## src/rtl/tug_pkg.sv

```systemverilog
// Shared types and constants for the tug-of-war referee.
package tug_pkg;

  typedef enum logic [1:0] {
    PLAY      = 2'd0,
    WIN       = 2'd1,
    GAME_OVER = 2'd2
  } state_t;

  typedef enum logic [1:0] {
    WIN_NONE  = 2'b00,
    WIN_RIGHT = 2'b01,
    WIN_LEFT  = 2'b10
  } winner_t;

  // Fibonacci LFSR, polynomial x^8+x^6+x^5+x^4+1 -> feedback from bits 7,5,4,3.
  localparam logic [7:0] LFSR_SEED = 8'hA5;
  localparam logic [7:0] LFSR_TAPS = 8'hB8;

endpackage

```

## src/rtl/edge_pulse.sv

```systemverilog
// Rising-edge detector: one-cycle pulse when a synchronized level first goes high.
// Combinational output from the live level, so the pulse acts on the same edge.
module edge_pulse (
  input  logic clk,
  input  logic Reset,
  input  logic level,
  output logic pulse
);

  logic level_q;

  always_ff @(posedge clk or posedge Reset) begin
    if (Reset) level_q <= 1'b0;
    else       level_q <= level;
  end

  assign pulse = level & ~level_q;

endmodule

```

## src/rtl/tug_referee.sv

```systemverilog
// Tug-of-war game controller: pull detection, lamp position, round scoring, win/game-over sequencing.
// Optional macro TUG_CPU_EN replaces the right player with an LFSR-driven CPU (adds cpu_level port).
module tug_referee
  import tug_pkg::*;
#(
  parameter int NUM_LIGHTS  = 9,
  parameter int SCORE_W     = 3,
  parameter int WIN_SCORE   = 3,
  parameter int HOLD_CYCLES = 4
`ifdef TUG_CPU_EN
  , parameter int CPU_PERIOD = 8
`endif
) (
  input  logic                  clk,
  input  logic                  Reset,
  input  logic                  L,
  input  logic                  R,
  input  logic                  new_game,
`ifdef TUG_CPU_EN
  input  logic [3:0]            cpu_level,
`endif
  output logic [NUM_LIGHTS-1:0] lights,
  output logic [1:0]            winner,
  output logic [SCORE_W-1:0]    score_l,
  output logic [SCORE_W-1:0]    score_r,
  output logic                  game_over
);

  localparam int POS_W  = $clog2(NUM_LIGHTS);
  localparam int HOLD_W = (HOLD_CYCLES > 1) ? $clog2(HOLD_CYCLES) : 1;

  localparam logic [POS_W-1:0]   POS_CENTER = POS_W'((NUM_LIGHTS - 1) / 2);
  localparam logic [POS_W-1:0]   POS_TOP    = POS_W'(NUM_LIGHTS - 1);
  localparam logic [HOLD_W-1:0]  HOLD_LAST  = HOLD_W'(HOLD_CYCLES - 1);
  localparam logic [SCORE_W-1:0] SCORE_MAX  = {SCORE_W{1'b1}};
  localparam logic [SCORE_W-1:0] SCORE_WIN  = SCORE_W'(WIN_SCORE);

  state_t               state_q, state_d;
  winner_t              winner_q, winner_d;
  logic [POS_W-1:0]     pos_q, pos_d;
  logic [SCORE_W-1:0]   score_l_q, score_l_d;
  logic [SCORE_W-1:0]   score_r_q, score_r_d;
  logic [HOLD_W-1:0]    hold_q, hold_d;
  logic                 lp, rp;

  edge_pulse u_left (
    .clk   (clk),
    .Reset (Reset),
    .level (L),
    .pulse (lp)
  );

`ifdef TUG_CPU_EN
  localparam int PER_W = (CPU_PERIOD > 1) ? $clog2(CPU_PERIOD) : 1;
  localparam logic [PER_W-1:0] PER_LAST = PER_W'(CPU_PERIOD - 1);

  logic [7:0]       lfsr_q;
  logic [PER_W-1:0] per_q;

  // The LFSR and period counter free-run; new_game does not reseed them.
  always_ff @(posedge clk or posedge Reset) begin
    if (Reset) begin
      lfsr_q <= LFSR_SEED;
      per_q  <= '0;
    end else begin
      lfsr_q <= {lfsr_q[6:0], ^(lfsr_q & LFSR_TAPS)};
      per_q  <= (per_q == PER_LAST) ? '0 : per_q + 1'b1;
    end
  end

  assign rp = (per_q == PER_LAST) && (lfsr_q[3:0] < cpu_level);
`else
  edge_pulse u_right (
    .clk   (clk),
    .Reset (Reset),
    .level (R),
    .pulse (rp)
  );
`endif

  always_ff @(posedge clk or posedge Reset) begin
    if (Reset) begin
      state_q   <= PLAY;
      winner_q  <= WIN_NONE;
      pos_q     <= POS_CENTER;
      score_l_q <= '0;
      score_r_q <= '0;
      hold_q    <= '0;
    end else begin
      state_q   <= state_d;
      winner_q  <= winner_d;
      pos_q     <= pos_d;
      score_l_q <= score_l_d;
      score_r_q <= score_r_d;
      hold_q    <= hold_d;
    end
  end

  always_comb begin
    state_d   = state_q;
    winner_d  = winner_q;
    pos_d     = pos_q;
    score_l_d = score_l_q;
    score_r_d = score_r_q;
    hold_d    = hold_q;

    if (new_game) begin
      state_d   = PLAY;
      winner_d  = WIN_NONE;
      pos_d     = POS_CENTER;
      score_l_d = '0;
      score_r_d = '0;
      hold_d    = '0;
    end else begin
      case (state_q)
        PLAY: begin
          // Simultaneous pulls cancel; a pull off either end wins the round.
          if (lp && !rp) begin
            if (pos_q == POS_TOP) begin
              state_d  = WIN;
              winner_d = WIN_LEFT;
              if (score_l_q != SCORE_MAX) score_l_d = score_l_q + 1'b1;
            end else begin
              pos_d = pos_q + 1'b1;
            end
          end else if (rp && !lp) begin
            if (pos_q == '0) begin
              state_d  = WIN;
              winner_d = WIN_RIGHT;
              if (score_r_q != SCORE_MAX) score_r_d = score_r_q + 1'b1;
            end else begin
              pos_d = pos_q - 1'b1;
            end
          end
        end
        WIN: begin
          if (hold_q == HOLD_LAST) begin
            hold_d = '0;
            if (((winner_q == WIN_LEFT) ? score_l_q : score_r_q) == SCORE_WIN) begin
              state_d = GAME_OVER;
            end else begin
              state_d  = PLAY;
              pos_d    = POS_CENTER;
              winner_d = WIN_NONE;
            end
          end else begin
            hold_d = hold_q + 1'b1;
          end
        end
        GAME_OVER: begin
        end
        default: state_d = PLAY;
      endcase
    end
  end

  always_comb begin
    lights = '0;
    if (state_q == PLAY) lights = NUM_LIGHTS'(1) << pos_q;
  end

  assign winner    = winner_q;
  assign score_l   = score_l_q;
  assign score_r   = score_r_q;
  assign game_over = (state_q == GAME_OVER);

endmodule

```

## config.mk

```make
export PLATFORM = sky130hd
export DESIGN_NAME = tug_referee
export DESIGN_NICKNAME = d
export VERILOG_FILES = /design/src/rtl/tug_pkg.sv /design/src/rtl/edge_pulse.sv /design/src/rtl/tug_referee.sv
export SDC_FILE = /design/constraint.sdc
export NUM_CORES = 1
export LEC_CHECK = 0
export CORE_MARGIN = 2
export CORE_UTILIZATION = 34
export DETAILED_ROUTE_END_ITERATION = 12
export GPL_ROUTABILITY_DRIVEN = 0
export SYNTH_ARGS = -nofsm -noshare
export SYNTH_HDL_FRONTEND = slang
export SYNTH_HIERARCHICAL = 1
export SYNTH_SLANG_ARGS = --single-unit
```

## constraint.sdc

```tcl
create_clock -name clk -period 5.2 [get_ports clk]
set_clock_uncertainty 0.05 [all_clocks]
set_input_delay 1.3 -clock clk [delete_from_list [all_inputs] [get_ports clk]]
set_output_delay 1.3 -clock clk [all_outputs]
set_load 0.03 [all_outputs]
```

==> results.py <==
metrics = {
    "worst_setup_path": {
        "crit_required_ps": 3850,
        "critPathLaunchType": "register",
        "critical_path.top_delay_family": "simple AND/OR/NAND/NOR gates",
        "critical_path_buf_inv_count": 1,
        "cp_cell_sequence": "or2_4, or4_4, nor2_1, clkdlybuf4s50_1",
        "cp_slowest_stage_delay_ps": 680,
        "cp.arrival_ps": 2420,
        "rr_endpoint": "pos_q[3]$_DFFE_PP0P_",
        "end_kind": "primary output",
        "criticalPathCategory": "register to primary output",
        "cp_slowest_cell": "clkdlybuf4s50_1",
        "worstPathMaxFanout": 7,
        "reg2reg_from": "u_left/level_q$_DFF_PP0_",
        "reg2reg_slack_ps": 2570,
        "worstRegToRegCells": 9,
    },
    "clock_network": {
        "htreeDepth": 1,
        "clock_latency_ps": 300,
        "cts_sinks": 18,
        "cts_tree": "done",
        "numCtsBuffers": 3,
        "post_cts_resized": 0,
        "clk_path_buf_depth": 2,
        "cts_setup_buffers": 0,
        "cts.hold.buffers_added": 0,
        "cts_root_buf": "clkbuf_4",
        "clk_pin_slew_ps": 110,
    },
    "min_path": {
        "whs_endpoint": "winner[0]$_DFFE_PP0P_",
        "min_path_type": "register to register",
        "holdPathStages": 1,
        "worstHoldStart": "winner[0]$_DFFE_PP0P_",
    },
    "synthesis": {
        "ys_seq_elements": 18,
        "synthMuxAreaShare": 0.0855,
        "synth_cell_types": 40,
        "synth_xor_area_frac": 0.0438,
        "synth_adder_area_share": 0.0730,
        "synth_compound_area_frac": 0.107,
        "synth_edf_count": 0,
        "synth_top_family_by_area": "simple AND/OR/NAND/NOR gates",
        "syn_nets": 142,
        "seq_area_frac_synth": 0.376,
        "synth_cells": 130,
        "synth_ff_type": "dfrtp_1",
        "syn_avg_cell_area_um2": 9.23,
        "syn-cell-area_mm2": 0.00120,
        "synthArstFlopShare": 1.00,
        "synth_warnings": 6,
        "synth-simple-area-share": 0.259,
    },
    "pwr": {
        "p_per_area_mw_per_mm2": 358,
        "ir_drop_uv": 185,
        "leakage_nw": 0.637,
        "power.total_mw": 0.526,
    },
    "sta": {
        "relSlewSlack": 0.514,
        "setup_violations": 0,
        "fmax_ghz": 0.265,
        "final-max-slew-violation-count": 0,
        "tightest_slew_ps": 727,
        "final_hold_viol_count": 0,
        "finalCritPeriodShare": 0.725,
        "period_minus_slack_ps": 3770,
        "fin_tns_setup_ps": 0,
        "rsz0062_at_grt": "false",
    },
    "final_layout": {
        "drive_above_1_share": 0.0940,
        "syn_to_final_growth_pct": 22.3,
        "layout_commonest_cell": "nor2_1",
        "multi_input_area_um2": 682,
        "num-fill-cells": 338,
        "final_cell_mix": "nor2_1 (26), clkdlybuf4s50_1 (22), dfrtp_1 (17)",
        "register_area_um2": 452,
        "diodes": 0,
        "nNetsFinal": 162,
    },
    "routing": {
        "first_pass_iters": 4,
        "routed_wl_um": 2410,
        "drc": 0,
        "via_count": 951,
        "wl_per_cell_um": 12.3,
        "antenna_left": 0,
        "drt_iter0_drc": 9,
        "vias_per_cell": 4.88,
    },
    "floorplanning": {
        "die_w_um": 63.4,
        "core_area_mm2": 0.00336,
        "die_area_mm2": 0.00402,
        "ios": 23,
        "start_util": 0.357,
        "die_h_um": 63.4,
        "row_count": 21,
    },
    "global_routing": {
        "grt_max_degree": 21,
        "grt_usage": 0.136,
        "grt_pass1_vias": 954,
        "antenna_found_initial": 0,
        "grt_pass1_wl_um": 4310,
        "grt-ovfl-total": 0,
    },
    "placement": {
        "port_buffers": 22,
        "hpwl_um": 1800,
    },
    "flow_run": {
        "drv_cap": 0,
    },
    "status": {
        "outcome": "complete, no violations",
    },
}
[per-layer routing]
metal | wire length (um) | vias to the layer above | share of wire | track usage
met5 | 0 | - | 0 | 0
met4 | 33 | 0 | 0.014 | 0.0598
met3 | 99 | 5 | 0.041 | 0.0429
met2 | 1130 | 14 | 0.47 | 0.213
met1 | 1150 | 452 | 0.48 | 0.171
li1 | - | 480 | - | -
[metrics by stage]
stage                      util  instances  hold slack (ps)  instance area [um^2]  worst slack (ps)
after floorplan               -        130              440                  1200              2040
after global placement    0.429        191              465                  1440              1310
after detailed placement  0.429        191              466                  1440              1200
after CTS                 0.436        195              511                  1470              1420
after global routing      0.436        195              523                  1470              1300
final                     0.436        195              504                  1470              1430
[state kept, by name, indices dropped and copies added, names as in the netlist]
name	flops
pos_q	4
winner	2
hold_q	2
u_left/level_q	1
score_l	3
score_r	3
u_right/level_q	1
state_q	2
[layout make-up]
type | count | share of cell area
repair buffers | 22 | 0.150
flip-flops and latches | 18 | 0.308
well taps | 46 | 0.0392
clock buffers | 4 | 0.0179
inverters | 8 | 0.0205
multi-input cells | 97 | 0.465
[cells by family (layout without fill, tap and decap cells)]
kind of cell / count (synthesis) / in the layout
compound gates: 18 / 18
xor+xnor: 6 / 6
fa+ha+maj: 7 / 7
buf+inv: 15 / 34
flops: 18 / 18
mux: 10 / 10
simple gates: 56 / 56
[worst max-delay path by stage]
| stage | depth (start not counted) | startpoint | slack, ps | to |
|---|---|---|---|---|
| 6_report | 4 | pos_q[1]$_DFFE_PP0P_ | 1430 | lights[8] |
| 5_1_grt | 10 | L | 1300 | pos_q[3]$_DFFE_PP0P_ |
| 4_1_cts | 4 | pos_q[1]$_DFFE_PP0P_ | 1420 | lights[8] |
| 3_5_place_dp | 10 | L | 1200 | pos_q[3]$_DFFE_PP0P_ |
| 3_3_place_gp | 9 | L | 1310 | pos_q[3]$_DFFE_PP0P_ |
| 2_1_floorplan | 9 | L | 2040 | pos_q[3]$_DFFE_PP0P_ |
[synthesized netlist by cell type (all sizes together) (3+ instances only)]
cell	number	area (um^2)
nor3	6	52.6
nor2b	5	46.3
inv	8	30.0
xnor2	4	35.0
nand2	7	26.3
mux2i	8	80.1
ha	7	87.6
a21oi	4	20.0
dfrtp	17	425
nor2	26	97.6
buf	4	25.0
nand3b	3	22.5
clkbuf	3	11.3
[power breakdown]
group          switching (mW)  internal [mW]  leakage, nW
Combinational           0.138          0.110        0.384
Sequential             0.0356          0.163        0.238
Clock                  0.0493         0.0299       0.0150
No activity file was read; power rests on OpenSTA's default activity.
